## config.mk

```make
export PLATFORM = sky130hd
export DESIGN_NAME = pipeline_ctrl_flat
export DESIGN_NICKNAME = d
export VERILOG_FILES = /design/src/rtl/pipeline_ctrl_pkg.sv /design/src/rtl/pipeline_ctrl_if.sv /design/src/rtl/pipeline_ctrl_sat_counter.sv /design/src/rtl/pipeline_ctrl.sv /design/src/flat_wrapper.sv
export SDC_FILE = /design/constraint.sdc
export NUM_CORES = 1
export LEC_CHECK = 0
export CAP_MARGIN = 20
export CORE_MARGIN = 2
export CORE_UTILIZATION = 35
export CTS_CLUSTER_DIAMETER = 150
export CTS_CLUSTER_SIZE = 25
export DETAILED_ROUTE_END_ITERATION = 8
export PLACE_DENSITY = 0.64
export SYNTH_ARGS = -nofsm -noshare
export SYNTH_HDL_FRONTEND = slang
export SYNTH_SLANG_ARGS = --single-unit
```

## constraint.sdc

```tcl
create_clock -name clk -period 6.7 [get_ports clk]
set_clock_uncertainty 0.2 [all_clocks]
set_input_delay 1.675 -clock clk [delete_from_list [all_inputs] [get_ports clk]]
set_output_delay 1.675 -clock clk [all_outputs]
set_load 0.01 [all_outputs]
```

## src/rtl/pipeline_ctrl_pkg.sv

```systemverilog
// ------------------------------------------------------------------
// pipeline_ctrl_pkg: shared types for the LC-3b pipeline sequencer.
// Rev 1.0
// ------------------------------------------------------------------
`default_nettype none

package pipeline_ctrl_pkg;

   typedef enum logic [1:0] {
      PC_SEQ  = 2'd0,
      PC_FIX  = 2'd1,
      PC_HELD = 2'd2
   } lc3b_pcsel_t;

   typedef enum logic [0:0] {
      RUN           = 1'b0,
      REDIRECT_WAIT = 1'b1
   } pipe_ctrl_state_t;

endpackage

`default_nettype wire

```

## src/rtl/pipeline_ctrl_if.sv

```systemverilog
// ------------------------------------------------------------------
// pipeline_ctrl_if: hazard inputs and stage-register controls.
// Rev 1.0
// ------------------------------------------------------------------
`default_nettype none

interface pipeline_ctrl_if;
   import pipeline_ctrl_pkg::*;

   logic        icache_req;
   logic        icache_resp;
   logic        dcache_req;
   logic        dcache_resp;
   logic        load_use;
   logic        br_valid;
   logic        mispredict;

   logic        load_pc;
   lc3b_pcsel_t pc_sel;
   logic        load_target;
   logic        load_if_id;
   logic        load_id_ex;
   logic        load_ex_mem;
   logic        load_mem_wb;
   logic        bubble_if_id;
   logic        bubble_id_ex;
   logic        bubble_ex_mem;

   modport master (
      input  icache_req, icache_resp, dcache_req, dcache_resp,
             load_use, br_valid, mispredict,
      output load_pc, pc_sel, load_target,
             load_if_id, load_id_ex, load_ex_mem, load_mem_wb,
             bubble_if_id, bubble_id_ex, bubble_ex_mem
   );

   modport slave (
      output icache_req, icache_resp, dcache_req, dcache_resp,
             load_use, br_valid, mispredict,
      input  load_pc, pc_sel, load_target,
             load_if_id, load_id_ex, load_ex_mem, load_mem_wb,
             bubble_if_id, bubble_id_ex, bubble_ex_mem
   );

endinterface

`default_nettype wire

```

## src/rtl/pipeline_ctrl_sat_counter.sv

```systemverilog
// ------------------------------------------------------------------
// sat_counter: up-counter that sticks at its all-ones value.
// Rev 1.0
// ------------------------------------------------------------------
`default_nettype none

module sat_counter #(
   parameter int CW = 32
) (
   input  wire logic          clk,
   input  wire logic          reset,
   input  wire logic          inc_i,
   output logic     [CW-1:0]  count_o
);

   logic [CW-1:0] count_q;
   logic [CW-1:0] count_d;

   always_comb begin
      count_d = count_q;
      if (inc_i && (count_q != {CW{1'b1}})) begin
         count_d = count_q + {{(CW-1){1'b0}}, 1'b1};
      end
   end

   always_ff @(posedge clk) begin
      if (reset) begin
         count_q <= '0;
      end else begin
         count_q <= count_d;
      end
   end

   assign count_o = count_q;

endmodule

`default_nettype wire

```

## src/rtl/pipeline_ctrl.sv

```systemverilog
// ------------------------------------------------------------------
// pipeline_ctrl: stall/flush sequencer for the five-stage LC-3b pipe.
// Rev 1.0
// ------------------------------------------------------------------
`default_nettype none

module pipeline_ctrl
   import pipeline_ctrl_pkg::*;
#(
   parameter int CW = 32
) (
   input  wire logic          clk,
   input  wire logic          reset,
   pipeline_ctrl_if.master    bus,
   output logic     [CW-1:0]  stall_cycles_o,
   output logic     [CW-1:0]  branch_count_o,
   output logic     [CW-1:0]  mispredict_count_o
);

   pipe_ctrl_state_t state_q;
   pipe_ctrl_state_t state_d;

   logic dstall;
   logic istall;
   logic mem_adv;
   logic mp;

   assign dstall  = bus.dcache_req & ~bus.dcache_resp;
   assign istall  = bus.icache_req & ~bus.icache_resp;
   assign mem_adv = ~dstall;
   assign mp      = bus.br_valid & bus.mispredict & mem_adv;

   always_ff @(posedge clk) begin
      if (reset) begin
         state_q <= RUN;
      end else begin
         state_q <= state_d;
      end
   end

   always_comb begin
      state_d           = state_q;
      bus.load_pc       = 1'b0;
      bus.pc_sel        = PC_SEQ;
      bus.load_target   = 1'b0;
      bus.load_if_id    = 1'b0;
      bus.load_id_ex    = 1'b0;
      bus.load_ex_mem   = 1'b0;
      bus.load_mem_wb   = 1'b0;
      bus.bubble_if_id  = 1'b0;
      bus.bubble_id_ex  = 1'b0;
      bus.bubble_ex_mem = 1'b0;

      if (reset || dstall) begin
         state_d = state_q;
      end else if (state_q == REDIRECT_WAIT) begin
         // Anything fetched while waiting is squashed; the held target replaces it.
         bus.load_if_id   = 1'b1;
         bus.load_id_ex   = 1'b1;
         bus.load_ex_mem  = 1'b1;
         bus.load_mem_wb  = 1'b1;
         bus.bubble_if_id = 1'b1;
         if (bus.icache_resp) begin
            bus.load_pc = 1'b1;
            bus.pc_sel  = PC_HELD;
            state_d     = RUN;
         end
      end else if (mp) begin
         bus.load_if_id    = 1'b1;
         bus.load_id_ex    = 1'b1;
         bus.load_ex_mem   = 1'b1;
         bus.load_mem_wb   = 1'b1;
         bus.bubble_if_id  = 1'b1;
         bus.bubble_id_ex  = 1'b1;
         bus.bubble_ex_mem = 1'b1;
         if (istall) begin
            bus.load_target = 1'b1;
            state_d         = REDIRECT_WAIT;
         end else begin
            bus.load_pc = 1'b1;
            bus.pc_sel  = PC_FIX;
         end
      end else if (istall) begin
         bus.load_if_id   = 1'b1;
         bus.bubble_if_id = 1'b1;
         bus.load_id_ex   = 1'b1;
         bus.load_ex_mem  = 1'b1;
         bus.load_mem_wb  = 1'b1;
      end else if (bus.load_use) begin
         bus.load_id_ex   = 1'b1;
         bus.bubble_id_ex = 1'b1;
         bus.load_ex_mem  = 1'b1;
         bus.load_mem_wb  = 1'b1;
      end else begin
         bus.load_pc     = 1'b1;
         bus.load_if_id  = 1'b1;
         bus.load_id_ex  = 1'b1;
         bus.load_ex_mem = 1'b1;
         bus.load_mem_wb = 1'b1;
      end
   end

   sat_counter #(.CW(CW)) u_stall_cnt (
      .clk     (clk),
      .reset   (reset),
      .inc_i   (~reset & ~bus.load_pc),
      .count_o (stall_cycles_o)
   );

   sat_counter #(.CW(CW)) u_branch_cnt (
      .clk     (clk),
      .reset   (reset),
      .inc_i   (bus.br_valid & mem_adv),
      .count_o (branch_count_o)
   );

   sat_counter #(.CW(CW)) u_mispredict_cnt (
      .clk     (clk),
      .reset   (reset),
      .inc_i   (mp),
      .count_o (mispredict_count_o)
   );

endmodule

`default_nettype wire

```

## src/flat_wrapper.sv

```systemverilog
// flat-port wrapper written by rule: the top's interface ports become plain ports
module pipeline_ctrl_flat import pipeline_ctrl_pkg::*;
#(
   parameter int CW = 32
)
  (clk, reset, stall_cycles_o, branch_count_o, mispredict_count_o, bus_icache_req, bus_icache_resp, bus_dcache_req, bus_dcache_resp, bus_load_use, bus_br_valid, bus_mispredict, bus_load_pc, bus_pc_sel, bus_load_target, bus_load_if_id, bus_load_id_ex, bus_load_ex_mem, bus_load_mem_wb, bus_bubble_if_id, bus_bubble_id_ex, bus_bubble_ex_mem);
  pipeline_ctrl_if bus_i ();
  input  wire logic clk;
  input  wire logic reset;
  output logic     [CW-1:0] stall_cycles_o;
  output logic     [CW-1:0] branch_count_o;
  output logic     [CW-1:0] mispredict_count_o;
  input wire logic [$bits(bus_i.icache_req)-1:0] bus_icache_req;
  input wire logic [$bits(bus_i.icache_resp)-1:0] bus_icache_resp;
  input wire logic [$bits(bus_i.dcache_req)-1:0] bus_dcache_req;
  input wire logic [$bits(bus_i.dcache_resp)-1:0] bus_dcache_resp;
  input wire logic [$bits(bus_i.load_use)-1:0] bus_load_use;
  input wire logic [$bits(bus_i.br_valid)-1:0] bus_br_valid;
  input wire logic [$bits(bus_i.mispredict)-1:0] bus_mispredict;
  output wire logic [$bits(bus_i.load_pc)-1:0] bus_load_pc;
  output wire logic [$bits(bus_i.pc_sel)-1:0] bus_pc_sel;
  output wire logic [$bits(bus_i.load_target)-1:0] bus_load_target;
  output wire logic [$bits(bus_i.load_if_id)-1:0] bus_load_if_id;
  output wire logic [$bits(bus_i.load_id_ex)-1:0] bus_load_id_ex;
  output wire logic [$bits(bus_i.load_ex_mem)-1:0] bus_load_ex_mem;
  output wire logic [$bits(bus_i.load_mem_wb)-1:0] bus_load_mem_wb;
  output wire logic [$bits(bus_i.bubble_if_id)-1:0] bus_bubble_if_id;
  output wire logic [$bits(bus_i.bubble_id_ex)-1:0] bus_bubble_id_ex;
  output wire logic [$bits(bus_i.bubble_ex_mem)-1:0] bus_bubble_ex_mem;
  assign bus_i.icache_req = bus_icache_req;
  assign bus_i.icache_resp = bus_icache_resp;
  assign bus_i.dcache_req = bus_dcache_req;
  assign bus_i.dcache_resp = bus_dcache_resp;
  assign bus_i.load_use = bus_load_use;
  assign bus_i.br_valid = bus_br_valid;
  assign bus_i.mispredict = bus_mispredict;
  assign bus_load_pc = bus_i.load_pc;
  assign bus_pc_sel = bus_i.pc_sel;
  assign bus_load_target = bus_i.load_target;
  assign bus_load_if_id = bus_i.load_if_id;
  assign bus_load_id_ex = bus_i.load_id_ex;
  assign bus_load_ex_mem = bus_i.load_ex_mem;
  assign bus_load_mem_wb = bus_i.load_mem_wb;
  assign bus_bubble_if_id = bus_i.bubble_if_id;
  assign bus_bubble_id_ex = bus_i.bubble_id_ex;
  assign bus_bubble_ex_mem = bus_i.bubble_ex_mem;
  pipeline_ctrl #(.CW(CW)) u_core (.clk(clk), .reset(reset), .bus(bus_i), .stall_cycles_o(stall_cycles_o), .branch_count_o(branch_count_o), .mispredict_count_o(mispredict_count_o));
endmodule
```

==> impl_metrics.json <==
{
  "ys_ff_latch": 97,
  "tightest_slew_ns": 1.03,
  "end_kind": "output port",
  "hold_viol_final": 0,
  "startpoint_type": "input pin",
  "synth_edf_count": 0,
  "cp_slowest_cell": "clkdlybuf4s50_1",
  "maxCapViolations": 0,
  "synthesis.area_um2": 5250,
  "slew_violations": 0,
  "hold_path_class": "reg2reg",
  "drc": 0,
  "postSynthAreaPerCell_um2": 8.33,
  "vias": 5396,
  "p_clk_share_pct": 46.0,
  "cts.sinks": 97,
  "initialDrtViolationCount": 425,
  "intPower_mw": 0.938,
  "hold_end": "u_core.u_branch_cnt.count_o[27]",
  "powerDensity_nw_per_um2": 179,
  "areaGrowthSynthToFinish_pct": 29.7,
  "r2r_end": "u_core.u_mispredict_cnt.count_o[5]",
  "die_h_um": 126,
  "switchingPower_mw": 0.277,
  "ant_nets": 0,
  "grt_max_degree": 96,
  "grt_usage_pct": 18.6,
  "core_um2": 14600,
  "cts_resized": 0,
  "max_freq_ghz": 0.179,
  "grt_overflow": 0,
  "rows": 44,
  "r2r_setup_slack_ns": 3.77,
  "htree_levels": 3,
  "fin_crit_ns": 5.58,
  "synth_ff_type": "dfxtp_1",
  "wl_per_cell_um": 16.5,
  "hpwl_um": 10700,
  "rr_worst_depth": 6,
  "grt_pass1_vias": 4990,
  "p_comb_share_pct": 5.5,
  "r2r-start": "u_core.u_mispredict_cnt.count_o[0]",
  "ctsRootBufferMaster": "clkbuf_16",
  "globalplace.congestion": 0.809,
  "status": "finished clean",
  "critPathKind": "in2out",
  "yosysWarnings": 0,
  "start_util_pct": 36.0,
  "hold_depth": 2,
  "die_area_um2": 16000,
  "setup-violations-final": 0,
  "syn-num-nets": 642,
  "rsz0062_at_grt": "no",
  "crit_chain": "clkdlybuf4s50_1, nand2b_1, nand2_1, or3_1, nor2_1, clkdlybuf4s50_1",
  "diodes": 0,
  "antenna_found_initial": 0,
  "critical_path.max_fanout": 6,
  "fin_nets": 737,
  "numPortBuffers": 115,
  "pin_count": 116,
  "first_pass_iters": 5,
  "worstPathArrival_ns": 3.70,
  "hold_buffers": 0,
  "crit_path_frequent_cell": "clkdlybuf4s50_1",
  "wl_um": 15100,
  "async_flop_share_pct": 0,
  "period_share_pct": 83.2,
  "cts_tree": "done",
  "postSynthCellCount": 630,
  "final_layout_size_suffix_gt1_share_pct": 7.40,
  "clock_latency_ns": 0.35,
  "cp.required_ns": 4.83,
  "slew_headroom_pct": 31.0,
  "grt_pass1_wl_um": 24800,
  "ys_types": 60,
  "leakagePower_nw": 2.09,
  "ir_drop_mv": 0.126,
  "timing.hold.ws_ns": 0.288,
  "viasPerCell": 5.90,
  "power_frac_seq_pct": 48.5,
  "post-cts-setup-buffer-count": 0,
  "die_x_um": 126,
  "clk_pin_slew_ns": 0.07,
  "tns_ns": 0,
  "critPathMaxStageDelay_ns": 0.57,
  "cts_made_buffers": 9,
  "cts_max_path_buffers": 2,
  "worstHoldStart": "u_core.u_branch_cnt.count_o[27]",
  "netSwitchingFraction_pct": 22.8,
  "ys_seq_area_share_pct": 37.0
}
[power by group through the flow]
stage / clock network (mW) / logic (mW) / registers [mW]
after floorplan: 0 / 0.0380 / 0.602
after global placement: 0 / 0.0653 / 0.602
after detailed placement: 0 / 0.0671 / 0.602
after CTS: 0.577 / 0.0676 / 0.589
after global routing: 0.597 / 0.0737 / 0.590
final: 0.558 / 0.0672 / 0.589
[synth_stat cells (all sizes together), types with 11 or more instances]
master  number  area, um2
dfxtp       97       1940
o21ai       31        155
or3         32        205
nor2        34        130
and3        14       88.8
inv         12       45.0
or4         36        270
clkbuf      17       63.8
nor4        11        111
buf         17        115
and4        16        140
o31ai       39        307
nand4       33        225
nand3       37        185
nand2       49        186
a21oi       70        350
[area by class of cell]
cell class                 instances  area (um2)
multi-input combinational        486        3090
clock buffer                      10         229
timing repair buffer             118        1170
inverter                          13        48.8
clock inverter                     6        92.6
sequential                        97        1940
tap                              184         230
fill                            1394        7790
[registers in the layout, indices dropped and copies added, names as in the netlist]
register and flops:
u_core.state_q 1, u_core.u_branch_cnt.count_o 32, u_core.u_mispredict_cnt.count_o 32, u_core.u_stall_cnt.count_o 32
[worst max-delay path, delay by kind of cell]
family                 cells  cell delay [ns]
buffers and inverters      2             1.03
and+or+nand+nor            4             0.99
[layout by cell type, fill, tap and decap left out, types with 5 or more instances in the layout]
| cell type | n |
|---|---|
| inv_1 | 12 |
| or4_1 | 36 |
| clkbuf_16 | 9 |
| nand2_1 | 48 |
| or3_1 | 31 |
| xor2_1 | 6 |
| or2_2 | 6 |
| nor4_1 | 6 |
| a21oi_1 | 70 |
| nand4_1 | 30 |
| and3_1 | 13 |
| a31o_2 | 6 |
| and4_1 | 16 |
| o31ai_1 | 38 |
| clkdlybuf4s50_1 | 114 |
| nand3_1 | 37 |
| nor2b_1 | 6 |
| mux2_2 | 5 |
| and2_1 | 7 |
| dfxtp_1 | 97 |
| o21ai_0 | 31 |
| nor2_1 | 33 |
[how the worst max path moves through the flow]
stage,startpoint,to,slack [ns],cells past startpoint
floorplan,reset,bus_load_target,2.18,5
CTS,bus_dcache_resp,bus_load_target,1.16,6
finish,bus_dcache_resp,bus_load_target,1.12,6
global placement,bus_dcache_resp,bus_pc_sel[0],1.27,6
global route,bus_dcache_resp,bus_load_target,1.04,6
detailed placement,bus_dcache_resp,bus_load_target,1.16,6
[logic make-up after synthesis]
group                      Yosys count  synth area share [%]
AOI/OAI and AO/OA                  167                  20.3
xor gates and xnor gates            10                  1.67
adders and majority gates            3                 0.716
buffers and inverters               47                  4.34
DFF                                 97                  37.0
muxes                                8                  1.65
and+or+nand+nor                    298                  34.3
[stage by stage]
step / utilization (%) / total power, mW / instance area [um2] / worst slack, ns / instances
5_1_grt: 46.6 / 1.26 / 6800 / 1.04 / 914
2_1_floorplan: - / 0.640 / 5250 / 2.18 / 630
3_5_place_dp: 44.4 / 0.669 / 6470 / 1.16 / 898
4_1_cts: 46.6 / 1.23 / 6790 / 1.16 / 914
3_3_place_gp: 44.3 / 0.667 / 6460 / 1.27 / 897
6_report: 46.6 / 1.21 / 6800 / 1.12 / 914
[metal layers]
| metal | share of wire, % | vias up | GRT usage (%) |
|---|---|---|---|
| met1 | 44 | 2584 | 24.4 |
| met4 | 2.4 | 0 | 5.88 |
| met2 | 48 | 167 | 29.9 |
| met5 | 0 | - | 0 |
| met3 | 5.8 | 28 | 4.93 |
| li1 | - | 2617 | - |
Power figures use the tool's default switching activity.
